File: config.mk
export PLATFORM = sky130hd
export DESIGN_NAME = controle_tentativas_senha
export DESIGN_NICKNAME = d
export VERILOG_FILES = /design/src/rtl/controle_tentativas_senha.sv
export SDC_FILE = /design/constraint.sdc
export NUM_CORES = 1
export LEC_CHECK = 0
export CORE_MARGIN = 3
export CORE_UTILIZATION = 40
export DETAILED_ROUTE_END_ITERATION = 8
export MAX_ROUTING_LAYER = met4
export PLACE_DENSITY_LB_ADDON = 0.1
export SLEW_MARGIN = 30
export SYNTH_ARGS = -nofsm -noshare
export SYNTH_HDL_FRONTEND = slang
export SYNTH_SLANG_ARGS = --single-unit
File: constraint.sdc
create_clock -name clk -period 4.74 [get_ports clk]
set_clock_uncertainty 0.2 [all_clocks]
set_input_delay 0.948 -clock clk [delete_from_list [all_inputs] [get_ports clk]]
set_output_delay 0.948 -clock clk [all_outputs]
set_load 0.03 [all_outputs]
File: src/rtl/controle_tentativas_senha.sv
// Password-attempt controller around the 3-bit equality comparator: captures codes on a confirm edge,
// grants a timed unlock window, counts consecutive misses and enforces a timed lockout.
// state | meaning
// IDLE  | waiting for a confirm rising edge
// CMP   | captured codes on comparator pins, fi sampled at end
// GRANT | unlock window running
// DENY  | one-cycle fail pulse
// LOCK  | lockout window running
module controle_tentativas_senha #(
    parameter int MAX_TENT       = 3,
    parameter int GRANT_CYCLES   = 8,
    parameter int LOCKOUT_CYCLES = 16
) (
    input  logic                          clk,
    input  logic                          rst,
    input  logic [2:0]                    code_in,
    input  logic [2:0]                    stored_code,
    input  logic                          confirm,
    input  logic                          fi,
    output logic                          cmp_a,
    output logic                          cmp_b,
    output logic                          cmp_c,
    output logic                          cmp_d,
    output logic                          cmp_f,
    output logic                          cmp_e,
    output logic                          unlocked,
    output logic                          fail,
    output logic                          locked_out,
    output logic                          busy,
    output logic [$clog2(MAX_TENT+1)-1:0] fail_count
);

    localparam int FCW  = $clog2(MAX_TENT + 1);
    localparam int TMAX = (GRANT_CYCLES > LOCKOUT_CYCLES) ? GRANT_CYCLES : LOCKOUT_CYCLES;
    localparam int TW   = (TMAX > 1) ? $clog2(TMAX) : 1;

    typedef enum logic [2:0] {
        S_IDLE  = 3'd0,
        S_CMP   = 3'd1,
        S_GRANT = 3'd2,
        S_DENY  = 3'd3,
        S_LOCK  = 3'd4
    } state_t;

    state_t           state_q, state_d;
    logic [2:0]       code_q, code_d;
    logic [2:0]       stored_q, stored_d;
    logic [TW-1:0]    timer_q, timer_d;
    logic [FCW-1:0]   fcount_q, fcount_d;
    logic             confirm_q;
    logic             rise;

    assign rise = confirm & ~confirm_q;

    always_ff @(posedge clk) begin
        if (rst) begin
            state_q   <= S_IDLE;
            code_q    <= '0;
            stored_q  <= '0;
            timer_q   <= '0;
            fcount_q  <= '0;
            confirm_q <= 1'b0;
        end else begin
            state_q   <= state_d;
            code_q    <= code_d;
            stored_q  <= stored_d;
            timer_q   <= timer_d;
            fcount_q  <= fcount_d;
            confirm_q <= confirm;
        end
    end

    always_comb begin
        state_d  = state_q;
        code_d   = code_q;
        stored_d = stored_q;
        timer_d  = timer_q;
        fcount_d = fcount_q;
        case (state_q)
            S_IDLE: begin
                if (rise) begin
                    code_d   = code_in;
                    stored_d = stored_code;
                    state_d  = S_CMP;
                end
            end
            S_CMP: begin
                if (fi) begin
                    fcount_d = '0;
                    timer_d  = TW'(GRANT_CYCLES - 1);
                    state_d  = S_GRANT;
                end else if (int'(fcount_q) + 1 == MAX_TENT) begin
                    fcount_d = FCW'(MAX_TENT);
                    timer_d  = TW'(LOCKOUT_CYCLES - 1);
                    state_d  = S_LOCK;
                end else begin
                    fcount_d = fcount_q + FCW'(1);
                    state_d  = S_DENY;
                end
            end
            S_GRANT: begin
                if (timer_q == '0) state_d = S_IDLE;
                else               timer_d = timer_q - TW'(1);
            end
            S_DENY: state_d = S_IDLE;
            S_LOCK: begin
                // history is forgiven only once the lockout has fully elapsed
                if (timer_q == '0) begin
                    fcount_d = '0;
                    state_d  = S_IDLE;
                end else begin
                    timer_d = timer_q - TW'(1);
                end
            end
            default: state_d = S_IDLE;
        endcase
    end

    // comparator pairs A-D, B-F, C-E
    assign cmp_a = code_q[2];
    assign cmp_b = code_q[1];
    assign cmp_c = code_q[0];
    assign cmp_d = stored_q[2];
    assign cmp_f = stored_q[1];
    assign cmp_e = stored_q[0];

    assign unlocked   = (state_q == S_GRANT);
    assign fail       = (state_q == S_DENY);
    assign locked_out = (state_q == S_LOCK);
    assign busy       = (state_q != S_IDLE);
    assign fail_count = fcount_q;

endmodule
# Word level (Yosys, flattened, before mapping)
# Cells that the tools add are included.
[word_totals]
register_bits = 16
inputBits = 10
output_inout_bits = 12
elab_cells = 44
[op_classes]
n_addsub = 3
n_eq_ne = 10
muxes = 13
bitwise_logic = 2
reduce_logical = 10
[ops]
columns = ["operator", "n"]
rows = [
  ["3-bit 2-to-1 mux", 4],
  ["4-bit 2-to-1 mux", 3],
  ["3-bit by 2-bit equality test with 1-bit output, second input constant", 3],
  ["3-bit case mux with 3 select lines", 1],
  ["4-bit case mux with 2 select lines", 1],
  ["2-bit 2-to-1 mux", 3],
  ["2-bit AND reduction", 3],
  ["4-bit logical NOT", 1],
  ["2-bit by 1-bit inequality test with 1-bit output, second input constant", 2],
  ["2-bit inequality test, second input constant", 2],
  ["2-bit case mux with 2 select lines", 1],
  ["2-bit nonzero test", 2],
  ["4-bit by 1-bit subtractor with 4-bit output, second input constant", 1],
  ["2-bit by 1-bit adder with 3-bit output, second input constant", 1],
  ["3-bit by 1-bit equality test with 1-bit output, second input constant", 1],
  ["3-bit equality test, second input constant", 1],
  ["3-bit logical NOT", 1],
  ["3-bit inequality test, second input constant", 1],
  ["3-bit AND reduction", 1],
  ["3-bit nonzero test", 1],
  ["2-bit by 1-bit adder with 2-bit output, second input constant", 1],
  ["2-bit OR reduction", 1],
  ["1-bit AND", 1],
  ["1-bit inverter", 1],
]

# Logic depth before layout (Yosys ltp)
# Gate-level depths: netlist of the first run.
[depth]
word_depth = 5
ltp_mapped = 6
depth_no_buf = 6

# Least setup slack after synthesis of the first run
# OpenSTA, ideal clock, no wires.
[synth_path]
kind = "register -> output"
from = "register state_q[2]"
to = "output fail"
t_arrival_ns = 1.284
t_required_ns = 3.592
setup_slack_ns = 2.308
path_stages_with_launch = 3
path_buffers = 1
cell_sequence = "dfxtp_1 -> clkbuf_1 -> nor3b_1"
[synth_via]
elab_chain_cells = 1
[synth_rtl]
columns = ["element", "line", "source"]
rows = [
  ["from (decl)", "45", "state_t state_q, state_d;"],
  ["from (signal assigned)", "64", "state_q <= state_d;"],
  ["3-bit by 2-bit equality test with 1-bit output", "128", "assign fail = (state_q == S_DENY);"],
  ["to (decl)", "27", "output logic fail,"],
]
# Every way passes these cells.

# Final worst setup path of the first run
[layout_path]
from = "register state_q[2]"
to = "output locked_out"
[layout_via]
elab_chain_cells = 1
[layout_rtl]
columns = ["element", "line", "source"]
rows = [
  ["3-bit equality test", "129", "assign locked_out = (state_q == S_LOCK);"],
  ["to (decl)", "28", "output logic locked_out,"],
]
# Every way passes these cells.

==> implementation parameters, run 1 <==
Parameter                              Value

Outcome
  Status    finished, final reports clean

Place
  Placed cell area    0.00105 mm^2
  Post-detail-place hpwl    1.28 mm
  Final weighted congestion of routability-driven global placement    0.818
  Buffers on Ports    21
  Placed cell count    139

Logic synthesis
  Post-synthesis cell type count    33
  Leading post-synthesis cells by cell area    dfxtp_1 39%, mux2i_1 7.2%, a21oi_1 5.4%, nor2_1 5.4%, ha_1 4.5%
  Average size of a mapped cell    8.55 um^2
  Number of synthesized register bits    16
  Dominant cell type by area after synthesis    dfxtp_1
  Most frequent cell after synthesis    dfxtp_1
  Number of nets produced by synthesis    110
  Post-Syn Instances    97
  Number of warnings issued by yosys    0
  Proportion of netlist area held by the largest area contributor    0.386
  Number of enable flip-flop cells after synthesis    0
  Most used flip-flop cell after synthesis    dfxtp_1
  Sequential-to-total area share from yosys stat    0.386
  Leading post-synthesis cells by instance count    16 x dfxtp_1, 12 x nor2_1, 9 x a21oi_1, 9 x inv_1, 7 x nor3_1
  Mapped cell area    830 um^2
  Async set or reset register ratio after synthesis    0

Cells and area
  Final non-filler cell area    0.00108 mm^2
  Share of cells above drive strength 1    0.0593
  Layout Cells excl Fill    143
  Post-layout net count    132
  Growth of design area from synthesis to finish    30.8%
  Antenna diode count    0

Route
  Count of nets left with antenna violations after detail routing    0
  DRT iter0 DRCs    4
  Number of vias in the routed layout    753
  Vias/cell    5.27
  Post-detailed-routing wire length    1.74 mm
  Remaining design rule violation count    0
  Drt wl/cell    12.2 um
  First-pass DRT Iterations    4

Critical path
  Critical Setup Path Class    reg -> out
  FF-to-FF Start    state_q[2]$_SDFFE_PP0P_
  Data required time at the worst endpoint    3.59 ns
  Path length in cells of the critical path    3
  Worst setup path startpoint    state_q[2]$_SDFFE_PP0P_
  Critical path buffer and inverter count    2
  Critical Path Sink Type    output pin
  Ordered cell list for the critical path    or3b_1, clkinv_1, clkdlybuf4s50_1
  Standard cell with the maximum stage delay on the critical path    clkdlybuf4s50_1
  Endpoint of the worst-slack reg-to-reg timing path    timer_q[3]$_SDFFE_PP0P_
  Cell depth of the worst flop-to-flop path    4
  Maximum net fanout on the critical path    15
  R2r setup slk    2.79 ns
  Kind of launch point of the worst setup path    flip-flop
  Gate family responsible for the most delay along the worst path    buffers and inverters
  Slowest cell delay on critical path    0.68 ns
  Data arrival, critical path    2.16 ns
  Worst setup path endpoint    locked_out

Clocking
  Resized cells post-CTS    0
  Hold_buf cts    0
  Clock slew seen by the registers of the worst setup and hold paths    0.10 ns
  Deepest level of the CTS H-tree    1
  Clock latency on the worst-skew pair    0.29 ns
  Clock buffer count from CTS    3
  Number of sinks handled by clock tree synthesis    16
  Maximum clock path buffer count    2
  Buffer count from post-CTS setup fixing    0
  Clock tree from TritonCTS    yes
  Buffer cell driving the clock tree root    clkbuf_4

Die
  Core outline area    0.00184 mm^2
  Cell Rows    15
  Width of the chip    51.5 um
  Number of top-level design ports    22
  Chip height    51.5 um
  Initial core utilization    0.451
  Overall die area    0.00266 mm^2

Timing
  Headroom to the max-slew limit    0.584
  Final number of hold-violating endpoints    0
  Transition at the pin with the smallest max-transition slack    0.622 ns
  Share of the cycle needed by the critical path after routing    0.698
  Setup repair after global routing missed its margin    false
  Final max-slew violation count    0
  Total negative slack for setup checks    0 ns
  Fmax    302 MHz
  Minimum clock period after layout    3.31 ns
  Final Setup Violations    0

Power and ir drop
  Max VDD drop    0.216 mV
  PwrDens    358 mW/mm^2
  Static leakage    0.000428 uW
  PnR Total Power    388 uW

Global routing
  Met3 routing resource usage after global routing    0.0344
  GRT met1 Usage    0.184
  Global route hottest layer    met2
  Fraction of met2 tracks used by global routing    0.239
  Global Route Usage Sum    0.156
  Maximum number of pins on one net before global-route repair    18
  Initial antenna violation count    0
  Wire length of the first global-routing pass    3.06 mm
  Overall overflow remaining after global route    0
  Via count of the first global-routing pass    738

Hold path
  Kind of path behind the tightest hold check    reg -> reg

Flow run
  Max-Cap Viols    0
per-layer routing:
| metal | wire length, um | vias to the layer above | part of all wire |
|---|---|---|---|
| met5 | 0 | - | 0 |
| li1 | - | 388 | - |
| met4 | 40 | 0 | 0.023 |
| met3 | 73 | 6 | 0.042 |
| met1 | 834 | 340 | 0.48 |
| met2 | 793 | 19 | 0.46 |
kinds of logic after synthesis:
family / count (synthesis) / synth area share
flops: 16 / 0.386
buf+inv: 14 / 0.0724
simple gates: 35 / 0.244
mux: 6 / 0.0724
compound gates: 23 / 0.179
fa+ha+maj: 3 / 0.0453
worst reg2reg max path, stage by stage, from the launching register on:
cell and delay (ns):
dfxtp_1 0.60, or3b_1 0.46, a21o_1 0.22, a221o_1 0.35, o21ai_1 0.06
report_power, final:
group / internal, uW / switching [uW]
registers: 149 / 14.6
clock network: 46.8 / 45.5
logic: 61.1 / 71.2
total: 257 / 131
per-stage QoR:
stage,setup WS (ns),hold WS [ns],utilization
after floorplan,2.31,0.267,-
after global placement,1.79,0.276,0.570
after detailed placement,1.77,0.286,0.570
after CTS,1.44,0.302,0.590
after global routing,1.33,0.333,0.590
final,1.43,0.297,0.590
flip-flops by register name (all words and copies together) (netlist names):
| register | cells |
|---|---|
| timer_q | 4 |
| stored_q | 3 |
| confirm_q | 1 |
| code_q | 3 |
| fail_count | 2 |
| state_q | 3 |
layout make-up:
cell class | instances | area, um^2
Fill cell | 179 | 754
Timing Repair Buffer | 21 | 210
Inverter | 10 | 37.5
Multi-Input combinational cell | 67 | 449
Tap cell | 25 | 31.3
Clock buffer | 4 | 36.3
Sequential cell | 16 | 320
cell usage in the layout, fill, tap and decap left out, types with 2 or more instances in the layout:
cell	count
mux2i_1	6
inv_1	9
clkbuf_4	3
nor3_1	7
a21oi_1	9
clkdlybuf4s50_1	21
ha_1	3
nor4_1	3
nor3b_1	2
o21ai_0	4
dfxtp_1	16
nor2_1	12
a2bb2oi_1	2
how the worst min path moves through the flow:
| stage | start | end | cells past startpoint |
|---|---|---|---|
| 2_1_floorplan | timer_q[3]$_SDFFE_PP0P_ | timer_q[3]$_SDFFE_PP0P_ | 2 |
| 3_3_place_gp | code_q[1]$_SDFFE_PP0P_ | code_q[1]$_SDFFE_PP0P_ | 2 |
| 3_5_place_dp | timer_q[3]$_SDFFE_PP0P_ | timer_q[3]$_SDFFE_PP0P_ | 2 |
| 4_1_cts | timer_q[3]$_SDFFE_PP0P_ | timer_q[3]$_SDFFE_PP0P_ | 2 |
| 5_1_grt | timer_q[3]$_SDFFE_PP0P_ | timer_q[3]$_SDFFE_PP0P_ | 2 |
| 6_report | timer_q[3]$_SDFFE_PP0P_ | timer_q[3]$_SDFFE_PP0P_ | 2 |
(Power assumes the default switching activity.)
==> run 2: changes to the inputs <==
Clock period 4.74 ns to 3.22 ns, I/O delays scaled along.
==> results of run 2 <==
Same layout as run 1 (identical final DEF). Status: finished, final reports clean.
Among the figures that moved: setup slack after placement 1.77 ns -> 0.553 ns; setup slack after layout 1.43 ns -> 0.215 ns; register-to-register setup slack 2.79 ns -> 1.27 ns; total power 388 uW -> 572 uW; worst IR drop on VDD 0.216 mV -> 0.318 mV
